===== src/rtl/fifo_rd_stream_bridge.sv =====
// Turns an async-FIFO read port (data one cycle after r_en) into a valid/ready stream; 2-cycle latency.
// Backpressure: a 3-entry skid buffer absorbs inflight reads, and reads stop once buffered + inflight reaches 3.
module fifo_rd_stream_bridge #(
    parameter int WIDTH = 8
) (
    input  logic             r_clk,
    input  logic             r_rst,
    input  logic             fifo_empty,
    input  logic [WIDTH-1:0] fifo_data,
    output logic             fifo_rd_en,
    output logic             m_valid,
    output logic [WIDTH-1:0] m_data,
    input  logic             m_ready,
    output logic [1:0]       buf_cnt,
    output logic [15:0]      word_cnt
);

    logic [WIDTH-1:0] mem [0:2];
    logic [1:0]       head;
    logic [1:0]       tail;
    logic             inflight;
    logic             push;
    logic             pop;
    logic [2:0]       occ;

    function automatic logic [1:0] ptr_inc(input logic [1:0] p);
        ptr_inc = (p == 2'd2) ? 2'd0 : p + 2'd1;
    endfunction

    // Counting the inflight read as occupied guarantees its word always has a slot.
    assign occ        = {1'b0, buf_cnt} + {2'b00, inflight};
    assign fifo_rd_en = !r_rst && !fifo_empty && (occ < 3'd3);

    assign push    = inflight;
    assign pop     = m_valid && m_ready;
    assign m_valid = (buf_cnt != 2'd0);
    assign m_data  = mem[head];

    always_ff @(posedge r_clk) begin
        if (r_rst) begin
            head     <= 2'd0;
            tail     <= 2'd0;
            buf_cnt  <= 2'd0;
            inflight <= 1'b0;
            word_cnt <= 16'd0;
        end else begin
            inflight <= fifo_rd_en;
            if (push) begin
                tail <= ptr_inc(tail);
            end
            if (pop) begin
                head     <= ptr_inc(head);
                word_cnt <= word_cnt + 16'd1;
            end
            if (push && !pop) begin
                buf_cnt <= buf_cnt + 2'd1;
            end else if (!push && pop) begin
                buf_cnt <= buf_cnt - 2'd1;
            end
        end
    end

    // Storage needs no reset: an entry is only visible after it has been written.
    always_ff @(posedge r_clk) begin
        if (!r_rst && push) begin
            mem[tail] <= fifo_data;
        end
    end

endmodule

===== config.mk =====
export PLATFORM = sky130hd
export DESIGN_NAME = fifo_rd_stream_bridge
export DESIGN_NICKNAME = d
export VERILOG_FILES = /design/src/rtl/fifo_rd_stream_bridge.sv
export SDC_FILE = /design/constraint.sdc
export NUM_CORES = 1
export LEC_CHECK = 0
export ABC_CLOCK_PERIOD_IN_PS = 2400
export CORE_MARGIN = 2
export CORE_UTILIZATION = 25
export CTS_CLUSTER_DIAMETER = 60
export DETAILED_ROUTE_END_ITERATION = 6
export PLACE_DENSITY_LB_ADDON = 0.15
export SLEW_MARGIN = 10
export SYNTH_ARGS = -nofsm -noshare
export SYNTH_HDL_FRONTEND = slang
export SYNTH_SLANG_ARGS = --single-unit

===== constraint.sdc =====
create_clock -name r_clk -period 2.4 [get_ports r_clk]
set_clock_uncertainty 0.05 [all_clocks]
set_input_delay 0.72 -clock r_clk [delete_from_list [all_inputs] [get_ports r_clk]]
set_output_delay 0.72 -clock r_clk [all_outputs]
set_load 0.01 [all_outputs]

==> out/results.txt <==
Share of synthesized flip-flops with an asynchronous set or reset: 0%. For this run the aggregate overflow at the end of global routing stands at 0. Global routing used 9.93% of the available tracks across all layers. The longest clock path from root to sink contains 2 buffers. After detailed routing, the average wire length per cell comes to 12.3 µm. The run gives 49 as the clock net sink count. After floorplanning, the core was sized to cover 7730 µm². Once layout is complete, the cells apart from fillers number 331. After layout, the design draws a total of 2.03 mW. The half-perimeter wire length after placement is 2.75 mm. Traced cell by cell, the critical path runs through mux2i_1, o21ai_0, clkdlybuf4s50_1. For the worst setup path, the data required time is 1630 ps.

STA classifies the critical path startpoint as a flop. The biggest area contributor in the post-synthesis netlist is edfxtp_1. The CTS root buffer was clkbuf_8. The wire length of the first global-routing pass is 6.68 mm, and the mean number of vias per cell is 4.31.

The height of the chip is 93.2 µm. The total iterations of the first detailed-routing run came out at 4. The later-pin clock latency in the skew report is 300 ps, and the count of warnings emitted by yosys is 0.

Flip-flop cell with the highest count after synthesis: dfxtp_1. The logs give 35 for the number of different library cells in the post-synthesis netlist and 5 for the number of buffers inserted during clock tree synthesis. For this design the static power due to leakage is 0.944 nW.

After layout, the worst setup slack is 72.7 ps. The tools report the source of the worst register-to-register timing path as word_cnt[3]. Setup repair after global routing left no endpoint under its margin. For the pin with the worst max-slew slack, the measured transition is 770 ps.

The number of cells on the worst reg-to-reg path is 4, and the number of cells on the worst hold path is 2. The layout overhead on the synthesized area came out at 36.4%. After clock tree synthesis, the clock-pin slew on the worst setup and hold paths is 90 ps. After detailed routing, the number of remaining DRC violations is 0. The tool flagged a number of max-cap violations equal to 0.

The share of the Yosys chip area taken by registers is 61.4%. The fraction of layout instances using a drive strength above 1 is 14.0%, and the core occupancy in the finished layout is 35.1%. The port buffer count was 39. TritonCTS built the clock tree.

Counting the fill cells in the layout gives 790. The number of hold-repair buffers added at the cts stage was 0. The worst slew margin relative to its limit was 48.5%. Entering global routing, the biggest net connects 28 pins. The kind of cell with the highest combined delay along the critical path is buffers and inverters. Maximum single-stage delay on the critical path: 570 ps. The final layout contains 244 nets. The critical path buffer and inverter count was 1; the area of all sequential standard cells was 1220 µm². The horizontal die dimension came out at 93.2 µm. The run gives 1,442 as the via count of the first global-routing pass. For the count of inserted antenna diode cells, the log shows 0. Synthesis produced a netlist whose cell count is 173.

The count of nets left with antenna violations once routing finished came out at 0. The die covers 8690 µm². The hold violation total from the final report is 0. The slowest cell on the critical path is clkdlybuf4s50_1. The first routing iteration left 65 violations. Counting flops and latches in the post-synthesis netlist gives 49.

IR analysis of the VDD net gives a maximum drop of 0.000377 V. The worst setup path is of the flop to output pin kind. The number of ports placed on the die boundary came out at 40. The maximum fanout count along the critical path is 8. Setup slack on the worst reg-to-reg path comes out at 620 ps. The run finished with clean final reports. The cell with the most instances after synthesis was dfxtp_1.

The netlist area before placement is 1990 µm². The number of logic stages on the critical path including buffering is 3. Based on the critical path, the design can be clocked at up to 0.430 GHz. Timing analysis after detailed placement gives a worst setup slack of -437 ps. The final critical delay including setup and external delays is 2330 ps. Setup violations remaining at the end of the flow were counted as 0. The tools report the type of destination of the critical path as an output pin. The startpoint identified for the worst hold timing path is tail[1].

The synthesized area per cell works out to 11.5 µm². For hold timing, the worst endpoint is tail[1]. Counting every net in the synthesized netlist gives 189. Number of antenna violations at the first check in global routing: 0. For this configuration, the core starts out at a cell density of 25.7%. The share of the synthesized area in the top cell type is 36.2%.

CTS built an H-tree with a depth of 2. The run gives 4.09 mm as the total wire length. For the number of pins with negative max-slew slack in the final report, the log shows 0. In this run, placement finished with an instance count of 321. The weighted congestion at the end of routability-driven global placement was 0.700; the number of synthesized flops with an enable pin was 24.

The total via count in the routed design was 1,426; the area of combinational cells with multiple inputs was 748 µm². For the worst setup path, the data arrival time is 1560 ps. In the finished design, the share of the clock period the worst path needs comes to 97.0%. The floorplan has 32 rows. The tools report the end of the worst register-to-register path as word_cnt[15].

The class of the worst hold path is flop to flop. The power density of the placed cells is 749 nW/µm². By count the netlist is led by dfxtp_1, edfxtp_1, nand2_1, nor2_1, o21ai_0. By area the synthesized netlist is led by edfxtp_1, dfxtp_1, mux2i_1.
## where the power goes
group | internal, mW | switching, mW
logic | 0.317 | 0.244
registers | 0.936 | 0.0548
clock network | 0.206 | 0.274
total | 1.46 | 0.573
## worst max path at each step
stage,from,end
finish,flop,m_data[4]
global placement,fifo_empty,fifo_rd_en
floorplan,buf_cnt[0],fifo_rd_en
CTS,flop,m_data[1]
detailed placement,fifo_empty,fifo_rd_en
global route,flop,m_data[4]
## kinds of logic after synthesis
family	share of synthesized area, %
XOR/XNOR	5.72
AND/OR/NAND/NOR	15.1
buffers and inverters	1.95
multiplexers	5.16
AO/OA/AOI/OAI	8.18
adder cells (fa/ha/maj)	2.52
flip-flops	61.4
## metal layers
metal / track usage, % / part of all wire, % / vias up
met5: 0 / 0 / -
li1: - / - / 731
met1: 11.6 / 46 / 655
met4: 3.68 / 1.5 / 0
met2: 17.4 / 48 / 33
met3: 2.66 / 5.0 / 7
## per-stage QoR
stage | hold slack (ps) | setup TNS, ps | cell area (µm²)
floorplan | 416 | 0 | 1990
global placement | 433 | -1120 | 2580
detailed placement | 441 | -1870 | 2580
CTS | 455 | 0 | 2670
global route | 483 | 0 | 2710
finish | 444 | 0 | 2710
## layout make-up
cell class / instances / share of cell area [%]
clock inverter: 2 / 0.554
timing repair buffer: 55 / 19.0
tap: 102 / 4.70
multi-input combinational: 115 / 27.6
clock buffer: 6 / 2.68
sequential: 49 / 45.2
inverter: 2 / 0.277
## state kept, by name (all words and copies together) (netlist names), named ones only
| name | count |
|---|---|
| tail | 2 |
| mem | 24 |
| head | 2 |
| inflight | 1 |
| buf_cnt | 2 |
| word_cnt | 16 |
## cell usage in the layout (no fill, tap or decap), types with 6 or more instances in the layout
cell	instances
clkdlybuf4s50_1	32
dfxtp_1	24
edfxtp_1	24
nand2_1	18
nor2_1	17
buf_4	16
o21ai_0	10
mux2i_1	8
a21oi_1	8
xor2_1	8
nor3_1	6
## worst min-delay path, cell delays in order, from the launching register on
cell	delay (ps)
dfxtp_1	330
nand2b_1	70
a21oi_1	60
## what timing repair did
item                       CTS  global route
pin swaps                    1             1
resized for setup            9             6
gates cloned                 0             0
setup endpoints to repair    9             6
setup buffers                0             2
(Power assumes the default switching activity.)
